<file path="src/rtl/cnn_pkg.sv">
// Shared fixed-point constants and the error-readout state encoding for the CNN datapath.
package cnn_pkg;

   localparam int WORD_W    = 16;
   localparam int FRAC_BITS = 10;

   localparam logic [WORD_W-1:0] Q_MAX = 16'h7FFF;
   localparam logic [WORD_W-1:0] Q_MIN = 16'h8000;

   typedef enum logic [2:0] {
      ST_IDLE = 3'd0,
      ST_RD   = 3'd1,
      ST_CAP  = 3'd2,
      ST_OUT  = 3'd3,
      ST_CLR  = 3'd4
   } rd_state_t;

endpackage

</file>
<file path="src/rtl/q10_mul_sat.sv">
// Signed Q6.10 multiply: full 32-bit product, arithmetic shift by FRAC_BITS, saturate to 16 bits.
module q10_mul_sat
   import cnn_pkg::*;
(
   input  logic signed [WORD_W-1:0] a,
   input  logic signed [WORD_W-1:0] b,
   output logic signed [WORD_W-1:0] y
);

   localparam logic signed [2*WORD_W-1:0] SAT_HI = 32'sd32767;
   localparam logic signed [2*WORD_W-1:0] SAT_LO = -32'sd32768;

   logic signed [2*WORD_W-1:0] prod;
   logic signed [2*WORD_W-1:0] sh;

   // NOTE: y is assigned on every path, so no latch is inferred.
   always_comb begin
      prod = a * b;
      sh   = prod >>> FRAC_BITS;
      if (sh > SAT_HI)
         y = Q_MAX;
      else if (sh < SAT_LO)
         y = Q_MIN;
      else
         y = sh[WORD_W-1:0];
   end

endmodule

</file>
<file path="src/rtl/err_readout.sv">
// Output-layer error reader: walks the accumulated-error words in RAM, scales them by lr and
// streams them to the weight-update stage, optionally zeroing each word once it has been taken.
module err_readout
   import cnn_pkg::*;
#(
   parameter int BCK_CELL         = 10,
   parameter int ERR_BASE         = 10,
   parameter bit CLEAR_AFTER_READ = 1'b1
)(
   input  logic              clk,
   input  logic              reset_n,
   input  logic              error_end,
   input  logic [WORD_W-1:0] lr,
   output logic              mem_req,
   output logic [WORD_W-1:0] mem_addr,
   output logic              mem_we,
   output logic [WORD_W-1:0] mem_data,
   input  logic [WORD_W-1:0] mem_q,
   output logic              delta_valid,
   input  logic              delta_ready,
   output logic [WORD_W-1:0] delta_data,
   output logic [WORD_W-1:0] delta_idx,
   output logic              delta_last,
   output logic              done,
   output logic              overrun
);

   rd_state_t         state;
   logic [WORD_W-1:0] idx;
   logic [WORD_W-1:0] lr_q;
   logic              end_q;
   logic              rise;
   logic              last_cell;
   logic [WORD_W-1:0] delta_nxt;

   assign rise      = error_end & ~end_q;
   assign last_cell = (idx == WORD_W'(BCK_CELL - 1));

   q10_mul_sat u_mul (
      .a (mem_q),
      .b (lr_q),
      .y (delta_nxt)
   );

   // RAM controls decode straight from state, so an async reset drops mem_we in the same instant.
   assign mem_req  = (state != ST_IDLE);
   assign mem_addr = mem_req ? (WORD_W'(ERR_BASE) + idx) : '0;
   assign mem_we   = (state == ST_CLR);
   assign mem_data = '0;

   // NOTE: all state here uses non-blocking assignments so every read sees pre-edge values.
   always_ff @(posedge clk or negedge reset_n) begin
      if (!reset_n) begin
         state       <= ST_IDLE;
         idx         <= '0;
         lr_q        <= '0;
         end_q       <= 1'b0;
         delta_valid <= 1'b0;
         delta_data  <= '0;
         delta_idx   <= '0;
         delta_last  <= 1'b0;
         done        <= 1'b0;
         overrun     <= 1'b0;
      end else begin
         end_q <= error_end;
         done  <= 1'b0;
         // The cycle carrying done still counts as busy for a new start request.
         if (rise && (state != ST_IDLE || done))
            overrun <= 1'b1;
         case (state)
            ST_IDLE: begin
               if (rise && !done) begin
                  idx   <= '0;
                  lr_q  <= lr;
                  state <= ST_RD;
               end
            end
            ST_RD: state <= ST_CAP;
            ST_CAP: begin
               delta_data  <= delta_nxt;
               delta_idx   <= idx;
               delta_last  <= last_cell;
               delta_valid <= 1'b1;
               state       <= ST_OUT;
            end
            ST_OUT: begin
               if (delta_ready) begin
                  delta_valid <= 1'b0;
                  if (CLEAR_AFTER_READ) begin
                     state <= ST_CLR;
                  end else if (last_cell) begin
                     done  <= 1'b1;
                     state <= ST_IDLE;
                  end else begin
                     idx   <= idx + 1'b1;
                     state <= ST_RD;
                  end
               end
            end
            ST_CLR: begin
               if (last_cell) begin
                  done  <= 1'b1;
                  state <= ST_IDLE;
               end else begin
                  idx   <= idx + 1'b1;
                  state <= ST_RD;
               end
            end
            default: state <= ST_IDLE;
         endcase
      end
   end

endmodule

</file>
<file path="config.mk">
export PLATFORM = sky130hd
export DESIGN_NAME = err_readout
export DESIGN_NICKNAME = d
export VERILOG_FILES = /design/src/rtl/cnn_pkg.sv /design/src/rtl/q10_mul_sat.sv /design/src/rtl/err_readout.sv
export SDC_FILE = /design/constraint.sdc
export NUM_CORES = 1
export LEC_CHECK = 0
export ABC_AREA = 1
export CORE_MARGIN = 2
export CORE_UTILIZATION = 62
export DETAILED_ROUTE_END_ITERATION = 8
export PLACE_DENSITY_LB_ADDON = 0.08
export SLEW_MARGIN = 20
export SYNTH_ARGS = -nofsm -noshare
export SYNTH_HDL_FRONTEND = slang
export SYNTH_SLANG_ARGS = --single-unit
</file>
<file path="constraint.sdc">
create_clock -name clk -period 8.9 [get_ports clk]
set_clock_uncertainty 0.05 [all_clocks]
set_input_delay 1.78 -clock clk [delete_from_list [all_inputs] [get_ports clk]]
set_output_delay 1.78 -clock clk [all_outputs]
set_load 0.005 [all_outputs]
</file>
Yosys cells after proc, flatten, opt, wreduce, memory -nomap -nowiden
Index checks and enable logic that the tools add are counted.
Storage, ports and cells
  flip-flop bits (word level): 72
  input port bits: 36
Operators by class
  order comparisons: 2
  reductions and logical operators: 12
  mux-type cells: 14
  $mul: 1
  eq/ne operators: 8
  add/sub/neg operators: 2
  bitwise logic cells: 2
Operators by type and width (count)
  $mux W16: 5
  $mul A16 B16 Y32: 1
  $pmux W16 S2: 1
  $gt A22 B16 Y1 const B: 1
  $lt A22 B16 Y1 const B: 1
  $add A16 B1 Y16 const B: 1
  $add A4 B16 Y16 const A: 1
  $eq A16 B4 Y1 const B: 1
  $pmux W3 S5: 1
  $eq A3 B2 Y1 const B: 2
  $mux W3: 2
  $ne A2 B2 Y1 const B: 3
  $reduce_and A2 Y1: 3
  $mux W1: 4
  $reduce_bool A2 Y1: 2
  $eq A3 B1 Y1 const B: 1
  $eq A3 B3 Y1 const B: 1
  $logic_not A3 Y1: 1
  $reduce_and A3 Y1: 1
  $reduce_bool A3 Y1: 1
  $logic_and A1 B1 Y1: 2
  $pmux W1 S2: 1
  $and A1 B1 Y1: 1
  $logic_not A1 Y1: 1
  2 further kinds: 2

Logic depth before layout (Yosys ltp)
Gate-level depths: netlist of run 1.
  depth after elaboration: 5
  gate-level depth with buffers: 34

Modules after synthesis
A second synthesis of run 1 with hierarchy kept.
Second synthesis, totals
  cell total of the unflattened synthesis: 1901
  area, all modules: 14405.1 um^2
Modules (own cells, without submodules)
  q10_mul_sat: area an instance 10739.0 um^2, times used 1, cells each 1460
  err_readout: area an instance 3666.0 um^2, times used 1, cells each 441

Worst setup path before layout of run 1
Ideal clock, no wire load.
  path type: input to register
  from: in mem_q[15]
  to: reg delta_data[0]
  stages: 25
  arrival: 7350 ps
  setup slack: 1380 ps
  cells stage by stage: clkbuf_1 > nand2_1 > inv_1 > fa_1 > fa_1 > fa_1 > fa_1 > fa_1 > inv_1 > fa_1 > inv_1 > ha_1 > nand2_1 > nor2_1 > inv_1 > nor2_1 > nor3b_1 > nand2_1 > nand3_1 > nand2_1 > nor2_1 > nand2_1 > a21oi_4 > buf_6 > a21oi_1
Between the ends
  cells in the longest elaborated chain, start to end: 4
  elaborated cells on any way between the ends: 5
  those cells by class: 1 x mul; 2 x order compare; 2 x mux
Ends and longest elaborated chain
  start: declaration: line err_readout.sv:18  | input logic [WORD_W-1:0] mem_q,
  $mul A16 B16 Y32 *: line q10_mul_sat.sv:18  | prod = a * b;
  $lt A22 B16 Y1: line q10_mul_sat.sv:22  | else if (sh < SAT_LO)
  $mux W16: line q10_mul_sat.sv:22
  $mux W16 *: line q10_mul_sat.sv:20  | if (sh > SAT_HI)
  end signal: assignment: line err_readout.sv:80  | delta_data <= delta_nxt;
  end: declaration: line err_readout.sv:21  | output logic [WORD_W-1:0] delta_data,
Mark *: on every way between the ends. The rest lies on a longest branch, timed or not.
A chain may end at the register's enable or synchronous reset.

Worst setup path in the final report of run 1
  from: in mem_q[11]
  to: reg delta_data[14]
Same word-level chain as after synthesis.

==> results of run 1 <==
-- sequential cells by signal (all words and copies together) (netlist names) --
| signal | cells |
|---|---|
| end_q | 1 |
| delta_valid | 1 |
| delta_last | 1 |
| state | 3 |
| idx | 16 |
| done | 1 |
| lr_q | 16 |
| delta_data | 16 |
| overrun | 1 |
| delta_idx | 16 |
-- layout make-up --
class,count,area share (%)
Clock buffer,9,1.46
Multi-Input combinational cell,1180,63.8
Timing Repair Buffer,116,7.08
Clock inverter,7,0.503
Tap cell,285,2.31
Inverter,542,13.2
Sequential cell,72,11.7
-- layer usage --
metal	track usage, %	share of wire [%]	vias up
li1	-	-	5358
met1	42.1	40	5571
met2	55.5	50	415
met3	4.54	6.8	82
met4	11.0	3.3	0
met5	0	0	-
-- cell families after synthesis --
| kind of cell | after synthesis | share of synthesized area [%] |
|---|---|---|
| buffers and inverters | 627 | 17.4 |
| other | 1 | 0.0268 |
| AOI/OAI and AO/OA | 117 | 4.47 |
| xor gates and xnor gates | 25 | 1.56 |
| and+or+nand+nor | 679 | 19.1 |
| DFF | 72 | 12.9 |
| adders and majority gates | 343 | 44.6 |
-- cell usage in the layout (no fill, tap or decap), drive strengths merged --
cell type,count
o2111ai,1
dfrtp,72
a21oi,61
ha,82
xnor2,8
o21ai,46
a2bb2oi,1
clkinv,3
nand2,511
a221oi,1
conb,16
clkbuf,9
a211oi,2
nor3b,1
o21bai,1
nand4,7
buf,28
nand3,25
fa,261
nor2,113
o22ai,1
o31ai,1
nor4,3
clkdlybuf4s50,88
xor2,17
bufinv,1
or2,4
a311oi,1
inv,544
o21a,1
and2,2
nor3,13
clkinvlp,1
-- worst max path at each step --
stage	slack (ns)	depth (start not counted)	endpoint	from
global placement	0.42	26	delta_data[3]	mem_q[11]
floorplan	1.38	25	delta_data[0]	mem_q[15]
detailed placement	0.37	26	delta_data[14]	mem_q[11]
finish	0.61	26	delta_data[14]	mem_q[11]
CTS	0.67	26	delta_data[14]	mem_q[11]
global route	0.30	26	delta_data[1]	mem_q[11]
-- stage by stage --
stage               worst slack (ns)  cell area [um^2]  hold WS, ns  utilization, %  cells
CTS                            0.670             15400        0.422            68.7   2211
detailed placement             0.365             15100        0.412            67.4   2195
global route                   0.304             15400        0.447            68.7   2211
floorplan                       1.38             14100        0.384               -   1879
finish                         0.610             15400        0.426            68.7   2211
global placement               0.417             15100        0.400            67.4   2195
==> flow_summary.json, run 1 <==
{
  "seq_area_um2": 1800,
  "dp_hpwl_mm": 28.1,
  "fin_crit_sh_pct": 93.2,
  "fmax_mhz": 121,
  "die-area_um2": 23800,
  "yosysTopAreaCell": "fa_1",
  "reg2reg_from": "lr_q[4]",
  "cpLargestDelayFamily": "adder cells",
  "min_delay_path_depth": 1,
  "crit_path_max_fanout": 15,
  "hold_class": "flip-flop to flip-flop",
  "synthTopCellsByCount": "540 x inv_1, 504 x nand2_1, 261 x fa_1, 112 x nor2_1, 82 x ha_1",
  "ys_types": 39,
  "multi_input_area_um2": 9830,
  "slowest_stage": "clkdlybuf4s50_1",
  "ys.flop_type": "dfrtp_1",
  "clock_latency_ns": 0.34,
  "num-nets-final": 2300,
  "finalHoldViolations": 0,
  "synth_area_leaders": "fa_1 37%, inv_1 14%, nand2_1 14%",
  "rsz0062_at_grt": "false",
  "finalCriticalPeriod_ns": 8.29,
  "core_um2": 22400,
  "portBuffers": 89,
  "crit_type": "primary input to flip-flop",
  "crit_top_cell": "nand2_1",
  "drive_above_1_share_pct": 3.12,
  "cts_buffers": 9,
  "yosysMostFrequentCell": "inv_1",
  "max_cap_violations": 0,
  "cts_resized": 0,
  "drt-initial-drc-count": 666,
  "slowest_delay_ns": 0.96,
  "h-tree-depth": 3,
  "overflow": 0,
  "tns_ns": 0,
  "root_buffer": "clkbuf_16",
  "relSlewSlack_pct": 34.0,
  "cp-end-kind": "flip-flop",
  "fillers": 1958,
  "via_per_inst": 5.17,
  "drc": 0,
  "r2r_cells": 22,
  "synth_edf_count": 0,
  "reg2reg_setup_slack_ns": 1.92,
  "io_pins": 106,
  "firstDrtPassIters": 7,
  "synth_seq_area_share_pct": 12.9,
  "antenna_found_initial": 0,
  "timing.rr.end": "delta_data[14]",
  "core.rowCount": 55,
  "crit_required_ns": 9.05,
  "antenna_left": 0,
  "fp.dieW_um": 154,
  "post_cts_buffers": 0,
  "clkTransAtPathRegs_ns": 0.06,
  "grt_pass1_vias": 12200,
  "grt_pass1_wl_mm": 60.0,
  "hold_end": "idx[13]",
  "synth_seq_cells": 72,
  "place_congestion": 0.948,
  "start_util_pct": 62.4,
  "synthArstFlopShare_pct": 100,
  "clock_path_buffers": 2,
  "syn_area_um2": 14000,
  "setup_viol": 0,
  "cp.arrival_ns": 8.44,
  "yosysWarnings": 0,
  "antennaDiodeCount": 0,
  "slew_violations": 0,
  "avgSynthCellArea_um2": 7.52,
  "worst_slew_pin_slew_ns": 0.990,
  "syn2layout_area_growth_pct": 10.1,
  "clock_sinks": 72,
  "wl_per_cell_um": 15.9,
  "die_height_um": 154,
  "status": "complete, no violations",
  "grt_use_total_pct": 32.1,
  "cts_tree": "yes",
  "wl_mm": 35.1,
  "vias": 11400,
  "cts_hold_buf": 0,
  "cp.buffers_inverters": 4,
  "synth_cells": 1864,
  "min_from": "idx[13]",
  "grt_max_degree": 73,
  "synth.top_cell.area_share_pct": 37.3,
  "critPathLaunchType": "primary input"
}
Power of run 1 is not shown: default switching activity piles up to over one toggle a cycle in this logic, so the estimate is an artifact.
==> run 2, diff against run 1 <==
- SETUP_SLACK_MARGIN: default -> 0.15
==> results of run 2 <==
Same layout as run 1: the final DEF is identical, and so are final timing and power.
Power of run 2 is left out for the same reason.
==> run 3, diff against run 2 <==
- SLEW_MARGIN: 20 -> 25
==> run 3 against run 2 <==
Against the previous run: core utilization about the same; worst hold slack worse by 0.0013 ns; die area unchanged; via count down 0.26%; first-iteration DRC count up 6.0%; count of clock-buffer cells in the layout unchanged; cell area about the same.
==> flow_summary.json, run 3 (synthesized netlist as in run 1, its figures left out) <==
{
  "status": "complete, no violations",
  "wl_per_cell_um": 15.9,
  "multi_input_area_um2": 9830,
  "hold_class": "flip-flop to flip-flop",
  "wl_met2_mm": 17.4,
  "die-area_um2": 23800,
  "r2r_cells": 26,
  "finalHoldViolations": 0,
  "setup_viol": 0,
  "slew_violations": 0,
  "crit_top_cell": "nand2_1",
  "reg2reg_setup_slack_ns": 2.02,
  "antenna_found_initial": 0,
  "wl_mm": 35.1,
  "slowest_delay_ns": 0.93,
  "clock_latency_ns": 0.35,
  "syn2layout_area_growth_pct": 10.1,
  "cts_hold_buf": 0,
  "fmax_mhz": 121,
  "vias": 11400,
  "cp-end-kind": "flip-flop",
  "dp_slack_ns": 0.344,
  "firstDrtPassIters": 6,
  "grt_use_total_pct": 32.1,
  "fp.dieW_um": 154,
  "cts_resized": 0,
  "core_um2": 22400,
  "crit_type": "primary input to flip-flop",
  "max_cap_violations": 0,
  "post_cts_buffers": 0,
  "fin_hold_ws_ns": 0.425,
  "drt-initial-drc-count": 706,
  "timing.rr.end": "delta_data[14]",
  "drc": 0,
  "timing.critical_path.to": "delta_data[14]",
  "cp.arrival_ns": 8.39,
  "tns_ns": 0,
  "portBuffers": 89,
  "grt_pass1_vias": 12200,
  "place_congestion": 0.948,
  "seq_area_um2": 1800,
  "via_per_inst": 5.15,
  "relSlewSlack_pct": 34.9,
  "mostFrequentLayoutCells": "540 x inv_1, 503 x nand2_1, 261 x fa_1, 112 x nor2_1, 88 x clkdlybuf4s50_1",
  "drive_above_1_share_pct": 3.12,
  "start_util_pct": 62.4,
  "cts_tree": "yes",
  "clkTransAtPathRegs_ns": 0.07,
  "root_buffer": "clkbuf_16",
  "wl_met3_mm": 2.27,
  "critPathLaunchType": "primary input",
  "final_common_cell": "inv_1",
  "crit_path_start": "mem_q[11]",
  "slowest_stage": "clkdlybuf4s50_1",
  "clock_path_buffers": 2,
  "die_height_um": 154,
  "rsz0062_at_grt": "false",
  "core.rowCount": 55,
  "antennaDiodeCount": 0,
  "final.setup.worst_slack_ns": 0.663,
  "crit_required_ns": 9.06,
  "worst_slew_pin_slew_ns": 0.973,
  "num-nets-final": 2300,
  "clock_sinks": 72,
  "fillers": 1945,
  "io_pins": 106,
  "crit_path_max_fanout": 15,
  "antenna_left": 0,
  "highest_layer": "met4",
  "grt_pass1_wl_mm": 59.8,
  "overflow": 0,
  "wl_met1_mm": 14.2,
  "fin_crit_sh_pct": 92.6,
  "grt_max_degree": 73,
  "h-tree-depth": 3,
  "reg2reg_from": "lr_q[9]",
  "dp_hpwl_mm": 28.1,
  "finalCriticalPeriod_ns": 8.24,
  "cts_buffers": 9
}
-- run 3: worst min-delay path by stage --
stage            start  endpoint  slack, ns  depth (start not counted)
3_3_place_gp   idx[13]   idx[13]       0.40                          1
2_1_floorplan  idx[13]   idx[13]       0.38                          1
6_report       idx[13]   idx[13]       0.42                          1
3_5_place_dp   idx[13]   idx[13]       0.41                          1
5_1_grt        idx[13]   idx[13]       0.45                          1
4_1_cts        idx[13]   idx[13]       0.42                          1
-- run 3: worst max-delay path: cells and delay by family --
kind | cells | cell delay (ns)
adder cells (fa/ha/maj) | 7 | 3.52
buffers and inverters | 4 | 1.10
AND/OR/NAND/NOR | 13 | 1.49
AO/OA/AOI/OAI | 2 | 0.50
-- run 3: through the flow --
| stage | instances | util, % | instance area (um^2) |
|---|---|---|---|
| finish | 2211 | 68.8 | 15400 |
| CTS | 2211 | 68.7 | 15400 |
| floorplan | 1879 | - | 14100 |
| global placement | 2195 | 67.4 | 15100 |
| detailed placement | 2195 | 67.4 | 15100 |
| global route | 2211 | 68.8 | 15400 |
-- run 3: final cells by class --
| class | count | share of cell area [%] |
|---|---|---|
| clock inverter | 7 | 0.503 |
| sequential | 72 | 11.7 |
| timing repair buffer | 116 | 7.10 |
| clock buffer | 9 | 1.46 |
| multi-input combinational | 1180 | 63.8 |
| inverter | 542 | 13.2 |
| tap | 285 | 2.31 |
-- run 3: layer usage --
layer	track usage, %	up-vias
met3	4.62	83
li1	-	5361
met4	11.1	0
met2	55.6	391
met1	41.7	5561
met5	0	-
Power of run 3 is left out for the same reason.
